--- config.mk ---
export PLATFORM = sky130hd
export DESIGN_NAME = fetch_q
export DESIGN_NICKNAME = d
export VERILOG_FILES = /design/src/rtl/fetch_pkg.sv /design/src/rtl/fetch_q_fifo.sv /design/src/rtl/fetch_q.sv
export SDC_FILE = /design/constraint.sdc
export NUM_CORES = 1
export LEC_CHECK = 0
export BUFFER_PORTS_ARGS = -buffer_cell sky130_fd_sc_hd__buf_2
export CORE_UTILIZATION = 40
export DETAILED_ROUTE_END_ITERATION = 8
export HOLD_SLACK_MARGIN = 0.08
export MAX_ROUTING_LAYER = met4
export SLEW_MARGIN = 30
export SYNTH_ARGS = -nofsm -noshare
export SYNTH_HDL_FRONTEND = slang
export SYNTH_SLANG_ARGS = --single-unit
--- constraint.sdc ---
create_clock -name clk -period 3.7 [get_ports clk]
set_clock_uncertainty 0.15 [all_clocks]
set_input_delay 0.74 -clock clk [delete_from_list [all_inputs] [get_ports clk]]
set_output_delay 0.74 -clock clk [all_outputs]
set_load 0.01 [all_outputs]
--- src/rtl/fetch_pkg.sv ---
// Shared constants and helpers for the fetch queue and its storage sub-module.
package fetch_pkg;

    localparam int PC_INC = 4;

    function automatic int clog2(input int value);
        int r;
        r = 0;
        while ((1 << r) < value) r++;
        return r;
    endfunction

endpackage

--- src/rtl/fetch_q_fifo.sv ---
// Storage ring for the fetch queue: DEPTH entries of W bits with wrapping pointers.
// Only pointers and occupancy are reset; entry data is left unreset.
module fetch_q_fifo
    import fetch_pkg::*;
#(
    parameter int DEPTH = 4,
    parameter int W     = 64
) (
    input  logic                   clk,
    input  logic                   rst,
    input  logic                   clr,
    input  logic                   push,
    input  logic                   pop,
    input  logic [W-1:0]           wdata,
    output logic [W-1:0]           rdata,
    output logic [clog2(DEPTH):0]  count
);

    localparam int AW = clog2(DEPTH);

    logic [W-1:0]  mem [DEPTH];
    logic [AW-1:0] wptr;
    logic [AW-1:0] rptr;

    // DEPTH is a power of two, so pointer overflow is the modulo wrap.
    always_ff @(posedge clk) begin
        if (rst || clr) begin
            wptr  <= '0;
            rptr  <= '0;
            count <= '0;
        end else begin
            if (push) wptr <= wptr + AW'(1);
            if (pop)  rptr <= rptr + AW'(1);
            case ({push, pop})
                2'b10:   count <= count + (AW+1)'(1);
                2'b01:   count <= count - (AW+1)'(1);
                default: count <= count;
            endcase
        end
    end

    always_ff @(posedge clk) begin
        if (push) mem[wptr] <= wdata;
    end

    assign rdata = mem[rptr];

endmodule

--- src/rtl/fetch_q.sv ---
// Instruction fetch queue: credit-limited request issue, in-order response capture, flush with drop.
// Optional FETCH_Q_BYPASS_EN forwards a response straight to decode when the queue is empty.
module fetch_q
    import fetch_pkg::*;
#(
    parameter int              XLEN     = 32,
    parameter int              DEPTH    = 4,
    parameter logic [XLEN-1:0] RESET_PC = 32'h0
) (
    input  logic            clk,
    input  logic            rst,
    output logic            o_req_val,
    input  logic            i_req_rdy,
    output logic [XLEN-1:0] o_req_pc,
    input  logic            i_rsp_val,
    input  logic [XLEN-1:0] i_rsp_in,
    output logic            o_out_val,
    input  logic            i_out_rdy,
    output logic [XLEN-1:0] o_out_in,
    output logic [XLEN-1:0] o_out_pc,
    input  logic            i_flush,
    input  logic [XLEN-1:0] i_flush_pc
);

    localparam int              CW  = clog2(DEPTH) + 1;
    localparam int              DW  = CW + 2;
    localparam logic [XLEN-1:0] INC = XLEN'(PC_INC);

    logic [XLEN-1:0]   fetch_pc;
    logic [XLEN-1:0]   rsp_pc;
    logic [CW-1:0]     outst;
    logic [CW-1:0]     count;
    logic [DW-1:0]     drop;
    logic [2*XLEN-1:0] q_data;
    logic              req_fire;
    logic              out_fire;
    logic              rsp_acc;
    logic              byp;
    logic              push;
    logic              pop;

    // Credits cover both queued entries and responses still in flight.
    assign rsp_acc   = i_rsp_val & (drop == '0);
    assign o_req_val = !rst & !i_flush &
                       (({1'b0, count} + {1'b0, outst}) < (CW+1)'(DEPTH));
    assign o_req_pc  = fetch_pc;
    assign req_fire  = o_req_val & i_req_rdy;
    assign out_fire  = o_out_val & i_out_rdy;

`ifdef FETCH_Q_BYPASS_EN
    assign byp = !rst & (count == '0) & rsp_acc & !i_flush;
`else
    assign byp = 1'b0;
`endif

    assign o_out_val = !rst & ((count != '0) | byp);
    assign o_out_in  = byp ? i_rsp_in : q_data[2*XLEN-1:XLEN];
    assign o_out_pc  = byp ? rsp_pc   : q_data[XLEN-1:0];

    // A bypassed response consumed this cycle never enters storage.
    assign push = rsp_acc & !i_flush & !(byp & i_out_rdy);
    assign pop  = out_fire & (count != '0) & !i_flush;

    always_ff @(posedge clk) begin
        if (rst) begin
            fetch_pc <= RESET_PC;
            rsp_pc   <= RESET_PC;
            outst    <= '0;
            drop     <= '0;
        end else if (i_flush) begin
            fetch_pc <= i_flush_pc;
            rsp_pc   <= i_flush_pc;
            outst    <= '0;
            // Any response arriving now is consumed, whether it was an accept or already a drop.
            drop     <= drop + DW'(outst) - DW'(i_rsp_val);
        end else begin
            if (req_fire) fetch_pc <= fetch_pc + INC;
            if (rsp_acc)  rsp_pc   <= rsp_pc + INC;
            case ({req_fire, rsp_acc})
                2'b10:   outst <= outst + CW'(1);
                2'b01:   outst <= outst - CW'(1);
                default: outst <= outst;
            endcase
            if (i_rsp_val && (drop != '0)) drop <= drop - DW'(1);
        end
    end

    fetch_q_fifo #(
        .DEPTH (DEPTH),
        .W     (2*XLEN)
    ) u_fifo (
        .clk   (clk),
        .rst   (rst),
        .clr   (i_flush),
        .push  (push),
        .pop   (pop),
        .wdata ({i_rsp_in, rsp_pc}),
        .rdata (q_data),
        .count (count)
    );

endmodule

Word level (Yosys, flattened, before mapping)
Memories as Yosys holds them, arrays and structs flattened. A register that Yosys moved wholly into a read port is not among the register bits.
Index checks and enable logic that the tools add are counted.
- add/subtract/negate cells: 12
- magnitude comparators: 1
- equal/unequal tests: 4
- muxes and demuxes: 12
- bitwise logic cells: 9
- reductions and logical operators: 13
- operators by type and width (kind ; number):
    $mux W32 ; 4
    $add A32 B3 Y32 const B ; 2
    $pmux W3 S2 ; 2
    $mux W5 ; 2
    $reduce_bool A2 Y1 ; 5
    $and A1 B1 Y1 ; 9
    $add A3 B1 Y3 const B ; 2
    $sub A3 B1 Y3 const B ; 2
    $add A5 B3 Y5 ; 1
    $logic_not A5 Y1 ; 1
    $reduce_bool A5 Y1 ; 1
    $sub A5 B1 Y5 ; 1
    $sub A5 B1 Y5 const B ; 1
    $add A2 B1 Y2 const B ; 2
    $add A3 B3 Y4 ; 1
    $eq A2 B1 Y1 const B ; 2
    $eq A2 B2 Y1 const B ; 2
    $lt A4 B3 Y1 const B ; 1
    $mux W2 ; 2
    $reduce_bool A3 Y1 ; 1
    $logic_not A1 Y1 ; 2
    $mux W1 ; 2
    $reduce_or A2 Y1 ; 1
    $logic_and A1 B1 Y1 ; 1
    $logic_or A1 B1 Y1 ; 1
- register bits after elaboration: 79
- memory bits (writable): 256
- input port bits: 70
- output and inout port bits: 98
- word-level logic and storage cells: 59
- memories: 1
- memory list (name ; words ; width ; rd ports ; clocked after Yosys merged registers in ; wr ports ; line ; source):
    u_fifo.mem ; 4 ; 64 ; 1 ; 1 ; 1 ; fetch_q_fifo.sv:21 ; logic [W-1:0] mem [DEPTH];

Longest topological paths before layout
Gate-level depths: netlist of the first run.
- depth after elaboration: 7
- depth in mapped cells: 13
- depth with buffers taken out: 12

Hierarchy
Synthesis of the first run repeated with hierarchy kept, for this count alone.
- cell total of the unflattened synthesis: 893
- area, all modules: 13973.4 um^2
- by module, submodules not included (module ; times used ; cells an instance ; area an instance (um^2) ; seq. area each (um^2)):
    fetch_q_fifo ; 1 ; 380 ; 9739.3 ; 7867.5
    fetch_q ; 1 ; 513 ; 4234.1 ; 1441.4

Worst setup path before layout of the first run
Ideal clock, no wire load.
- kind: input to register
- start point: in i_rsp_val
- end point: mem u_fifo.mem[0][0] (enable)
- library setup time: 0.429 ns
- arrival time: 2.932 ns
- data required time: 3.121 ns
- setup slack: 0.189 ns
- stages on the path: 4
- path buffers: 1
- cell sequence: clkbuf_1 nand2_1 nor2_1 and2_1
- word-level cells in the longest chain between the ends: 4
- ends and longest elaborated chain (item ; line ; source):
    start, declared ; fetch_q.sv:15 ; input logic i_rsp_val,
    $and A1 B1 Y1 ; fetch_q.sv:43 ; assign rsp_acc = i_rsp_val & (drop == '0);
    $and A1 B1 Y1 ; fetch_q.sv:61 ; assign push = rsp_acc & !i_flush & !(byp & i_out_rdy);
    $mux W1 ; fetch_q_fifo.sv:43 ; if (push) mem[wptr] <= wdata;
    $mux W1 (not written as such) ; fetch_q_fifo.sv:43 ;
    end, declared ; fetch_q_fifo.sv:21 ;
Every way passes these cells.

==> impl_metrics.tcl, run 1 <==
set metrics [dict create \
    status "completed" \
    period_minus_slack_ns 3.18 \
    first_pass_iters 5 \
    numPortBuffers 167 \
    reg2reg_depth 12 \
    switching_power_w 0.00202 \
    synth-async-reset-ratio_pct 0 \
    hold-path-cell-count 1 \
    viasPerCell 5.26 \
    p_clk_share_pct 40.8 \
    cts_buffers 36 \
    vias 8235 \
    nets 1183 \
    cts-root-buf "clkbuf_16" \
    synth_top_cell_area_share_pct 55.5 \
    ios 168 \
    met1_length_um 13700 \
    reg2reg_setup_slack_ns 0.83 \
    avgSynthCellArea_um2 15.3 \
    seqPwrFrac_pct 50.0 \
    max_clock_freq_mhz 315 \
    worstSetupEndpoint "o_out_pc[16]" \
    finalInstanceArea_um2 16500 \
    dp_slack_ns 0.587 \
    cpPeakStageDelay_ns 0.72 \
    fill_cells 2937 \
    arrival_ns 2.29 \
    holdBufCountCts 0 \
    synth_edf_count 256 \
    gr-total-overflow 0 \
    timing.rr.end "u_fifo.count[2]" \
    synth_warnings 0 \
    track_usage_pct 18.2 \
    maxCapViolations 0 \
    clkSlewWorstSetupHoldPaths_ns 0.06 \
    wl_um 30700 \
    tns_ns 0 \
    areaGrowthSynthToFinish_pct 19.2 \
    synth-seq-cells 337 \
    wl_met3_um 1890 \
    antenna_found_initial 0 \
    cts_setup_buffers 0 \
    crit_path_start_kind "flip-flop" \
    gp_congestion 0.822 \
    cts_tree "built" \
    cp-end-kind "output port" \
    synth_most_common_cell "edfxtp_1" \
    dpl_cell_area_um2 15300 \
    drt_iter0_drc 502 \
    holdCritPathClass "in -> reg" \
    rsz0062_at_grt "false" \
    netlist_instances 906 \
    final_util_pct 48.9 \
    power_density_nw_per_um2 528 \
    synth_area_um2 13800 \
    switching_share_pct 23.2 \
    maxUsedRoutingLayer "met4" \
    r2r-start "drop[0]" \
    critPathMaxFanout 26 \
    antenna_left 0 \
    start_util_pct 41.0 \
    fp.dieW_um 188 \
    rows 67 \
    hold_violations 0 \
    wl_per_cell_um 19.6 \
    cts_resized 0 \
    cts.path.max_buffers 3 \
    cp.required_ns 2.81 \
    ys_seq_area_share_pct 67.2 \
    crit_slowest_cell "dfxtp_4" \
    die_h_um 188 \
    synth_area_leaders "edfxtp_1, dfxtp_1, mux4_2" \
    p_leak_nw 5.74 \
    cts-htree-levels 2 \
    core_area_um2 33800 \
    yosys.cell_types.count 58 \
    worst_slack_ns 0.524 \
    drc 0 \
    cp_cell_sequence "buf_4, mux4_2, buf_2" \
    synth_fp_nets 998 \
    synthTopCellsByCount "edfxtp_1, dfxtp_1, mux4_2" \
    max_slew_margin_pct 52.2 \
    clock_sinks 337 \
    clk_latency_ns 0.52 \
    synth-main-ff-cell "edfxtp_1" \
    p_int_w 0.00670 \
    critPathKind "reg -> out" \
    period_share_pct 85.8 \
    grt_first_pass_wirelength_um 48400 \
    synth_area_leader_cell "edfxtp_1" \
    drive_gt1_share_pct 29.1 \
    grt_max_degree 61 \
    first_global_vias 8345 \
    wl_met2_um 14600 \
    dp_hpwl_um 20000 \
    irDropWorstVdd_mv 0.263 \
    setup_violations 0 \
    tightest_slew_ns 0.714 \
    die_area_um2 35400 \
    antenna_cells 0 \
    comb_power_share_pct 9.2 \
    drv_slew 0 \
]
==> power by group through the flow <==
| stage | Sequential (W) | Combinational (W) | Clock [W] |
|---|---|---|---|
| floorplan | 0.00441 | 0.000534 | 0 |
| global placement | 0.00443 | 0.000803 | 0 |
| detailed placement | 0.00444 | 0.000811 | 0 |
| CTS | 0.00436 | 0.000817 | 0.00363 |
| global route | 0.00438 | 0.000901 | 0.00379 |
| finish | 0.00436 | 0.000803 | 0.00356 |
==> worst min-delay path by stage <==
stage                            start           endpoint  slack [ns]
after floorplan              rsp_pc[0]   u_fifo.mem[0][0]        0.31
after CTS                 i_rsp_in[28]  u_fifo.mem[2][60]        0.27
after global routing       i_rsp_in[8]  u_fifo.mem[1][40]        0.27
final                     i_rsp_in[18]  u_fifo.mem[3][50]        0.29
after detailed placement   o_req_pc[0]        o_req_pc[0]        0.31
after global placement     o_req_pc[1]        o_req_pc[1]        0.31
==> through the flow <==
stage                     power, W  hold WS (ns)  cells
after floorplan            0.00495         0.310    906
after global placement     0.00524         0.306   1501
after detailed placement   0.00525         0.308   1501
after CTS                  0.00881         0.270   1567
after global routing       0.00907         0.268   1567
final                      0.00872         0.291   1567
==> flip-flops by register name, indices dropped and copies added, names as in the netlist, named ones only <==
name / cells
rsp_pc: 32
u_fifo.rptr: 2
outst: 3
u_fifo.mem: 256
u_fifo.count: 3
o_req_pc: 32
drop: 5
u_fifo.wptr: 2
==> critical path, delay by kind of cell (launching register included) <==
kind     cells  cell delay (ns)
buf+inv      2             0.50
flops        1             0.72
mux          1             0.51
==> cells by family after synthesis <==
logic type / Yosys count / synth area share [%]
compound gates: 118 / 5.53
xor+xnor: 49 / 3.10
fa+ha+maj: 22 / 2.15
buf+inv: 90 / 2.64
flops: 337 / 67.2
mux: 70 / 10.9
simple gates: 220 / 8.49
==> layout by cell type (no fill, tap or decap), types with 5 or more instances in the layout <==
cell type / Yosys / routed
edfxtp_1: 256 / 256
buf_2: 10 / 167
dfxtp_1: 81 / 79
mux4_2: 64 / 64
nand2_1: 47 / 47
inv_1: 46 / 45
nor2_1: 45 / 45
a21oi_1: 41 / 41
clkbuf_16: 0 / 37
xor2_1: 31 / 31
nand4_1: 29 / 29
nand3_1: 24 / 24
ha_1: 19 / 19
xnor2_1: 18 / 18
buf_4: 0 / 16
nor3_1: 12 / 12
a21boi_1: 12 / 12
a211oi_1: 12 / 12
and3_1: 12 / 12
nor4_1: 11 / 11
o21ai_0: 9 / 9
a21boi_0: 9 / 9
a31oi_1: 9 / 9
clkbuf_1: 26 / 9
or3_1: 7 / 7
buf_12: 0 / 7
and4_1: 6 / 6
and2_1: 9 / 5
clkinv_2: 0 / 5
clkinv_1: 0 / 5
==> layout make-up <==
class                      instances  area [µm²]  share of cell area, %
clock buffer                      46         960                   5.82
tap                              448         561                   3.40
timing repair buffer             190        1100                   6.64
inverter                          47         176                   1.07
multi-input combinational        479        4180                   25.3
sequential                       337        9320                   56.5
clock inverter                    20         211                   1.28
==> layer usage <==
metal | global-route usage (%) | up-vias
met4 | 4.07 | 0
met1 | 24.7 | 4081
li1 | - | 3870
met3 | 3.43 | 35
met5 | - | -
met2 | 28.4 | 249
No activity file was read; power rests on OpenSTA's default activity.
==> inputs of run 2 (changes only) <==
Settings changed: SLEW_MARGIN 30 to 25.
Clock period 3.7 ns to 3.15 ns, I/O delays scaled along.
==> impl_metrics.tcl, run 2 (same netlist as run 1, synthesis figures left out) <==
set metrics [dict create \
    power_density_nw_per_um2 623 \
    fill_cells 2925 \
    clock_sinks 337 \
    fp.dieW_um 188 \
    finalInstanceArea_um2 16600 \
    cts_tree "built" \
    core_area_um2 33800 \
    drt_iter0_drc 559 \
    holdCritPathClass "in -> reg" \
    gr-total-overflow 0 \
    antenna_cells 0 \
    start_util_pct 41.0 \
    critPathKind "reg -> out" \
    largest_reg_flops 256 \
    first_global_vias 8585 \
    r2r-start "drop[0]" \
    gp_congestion 0.844 \
    numPortBuffers 167 \
    hold_violations 0 \
    max_clock_freq_mhz 342 \
    p_leak_nw 5.82 \
    die_area_um2 35400 \
    cts-htree-levels 2 \
    cts-root-buf "clkbuf_16" \
    drv_slew 0 \
    arrival_ns 2.14 \
    layout_commonest_cell "edfxtp_1" \
    tightest_slew_ns 0.718 \
    first_pass_iters 5 \
    cts_buffers 36 \
    status "completed" \
    cp.required_ns 2.37 \
    final_cell_mix "edfxtp_1, buf_2, dfxtp_1" \
    crit_path_start_kind "flip-flop" \
    rows 67 \
    grt_max_degree 65 \
    critPathMaxFanout 37 \
    final_util_pct 49.3 \
    viasPerCell 5.31 \
    clkSlewWorstSetupHoldPaths_ns 0.06 \
    max_slew_margin_pct 51.9 \
    setup_violations 0 \
    irDropWorstVdd_mv 0.300 \
    maxCapViolations 0 \
    cts_setup_buffers 0 \
    die_h_um 188 \
    drc 0 \
    rsz0062_at_grt "false" \
    drive_gt1_share_pct 29.6 \
    wl_um 31700 \
    antenna_left 0 \
    top_register "u_fifo.mem" \
    ios 168 \
    wl_per_cell_um 20.1 \
    clk_latency_ns 0.52 \
    dpl_cell_area_um2 15400 \
    hp-start "i_rsp_in[13]" \
    tns_ns 0 \
    track_usage_pct 18.9 \
    hold_ws_ns 0.179 \
    holdBufCountCts 0 \
    period_minus_slack_ns 2.92 \
    areaGrowthSynthToFinish_pct 20.2 \
    antenna_found_initial 0 \
    period_share_pct 92.8 \
    nets 1193 \
    grt_first_pass_wirelength_um 49900 \
    cp-end-kind "output port" \
    vias 8359 \
    cts.path.max_buffers 3 \
    dp_hpwl_um 20800 \
]
## run 2: cell types whose count changed in the layout (fill, tap and decap cells not counted), sizes merged
cell and delta:
buf +10, bufinv +1, clkbuf -1, clkinv +2
clkinvlp -2, inv -3
## run 2: stage by stage
stage,setup slack [ns],total power (W),cells
6_report,0.225,0.0104,1574
5_1_grt,0.0967,0.0108,1574
4_1_cts,0.170,0.0105,1574
3_5_place_dp,0.248,0.00619,1511
3_3_place_gp,0.343,0.00617,1511
2_1_floorplan,0.00599,0.00581,906
## run 2: worst paths after layout
check | to | slack (ns) | depth (start not counted)
worst max register to register | outst[2] | 0.42 | 11
worst min register to register | o_req_pc[1] | 0.31 | 2
worst min-delay path | u_fifo.mem[3][45] | 0.18 | 1
worst max-delay path | o_out_pc[0] | 0.23 | 3
## run 2: layer usage
metal  up-vias  part of all wire, %  global-route usage, %
met5         -                    0                      -
met4         0                  1.7                   4.44
met3        46                  5.9                   3.11
met2       261                   46                   29.2
met1      4163                   46                   26.1
li1       3889                    -                      -
## run 2: timing repair
item / 4_1_cts / 5_1_grt
endpoints found under the hold margin: 0 / 0
gates resized for setup: 0 / 1
endpoints found under the setup margin: 0 / 2
## run 2: area by class of cell
| cell class | count | area [µm²] | share of cell area, % |
|---|---|---|---|
| sequential | 337 | 9320 | 56.0 |
| clock inverter | 18 | 216 | 1.30 |
| inverter | 47 | 176 | 1.06 |
| timing repair buffer | 200 | 1210 | 7.26 |
| multi-input combinational | 479 | 4190 | 25.2 |
| tap | 448 | 561 | 3.37 |
| clock buffer | 45 | 977 | 5.87 |
## run 2: power breakdown
| part | switching [W] | internal (W) |
|---|---|---|
| Clock | 0.00167 | 0.00261 |
| Combinational | 0.000563 | 0.000410 |
| Sequential | 0.000147 | 0.00497 |
| Total | 0.00238 | 0.00799 |
## run 2: worst max-delay path, cell delays in order, from the launching register on
cell	delay, ns
dfxtp_4	0.51
buf_12	0.33
mux4_2	0.59
buf_2	0.16
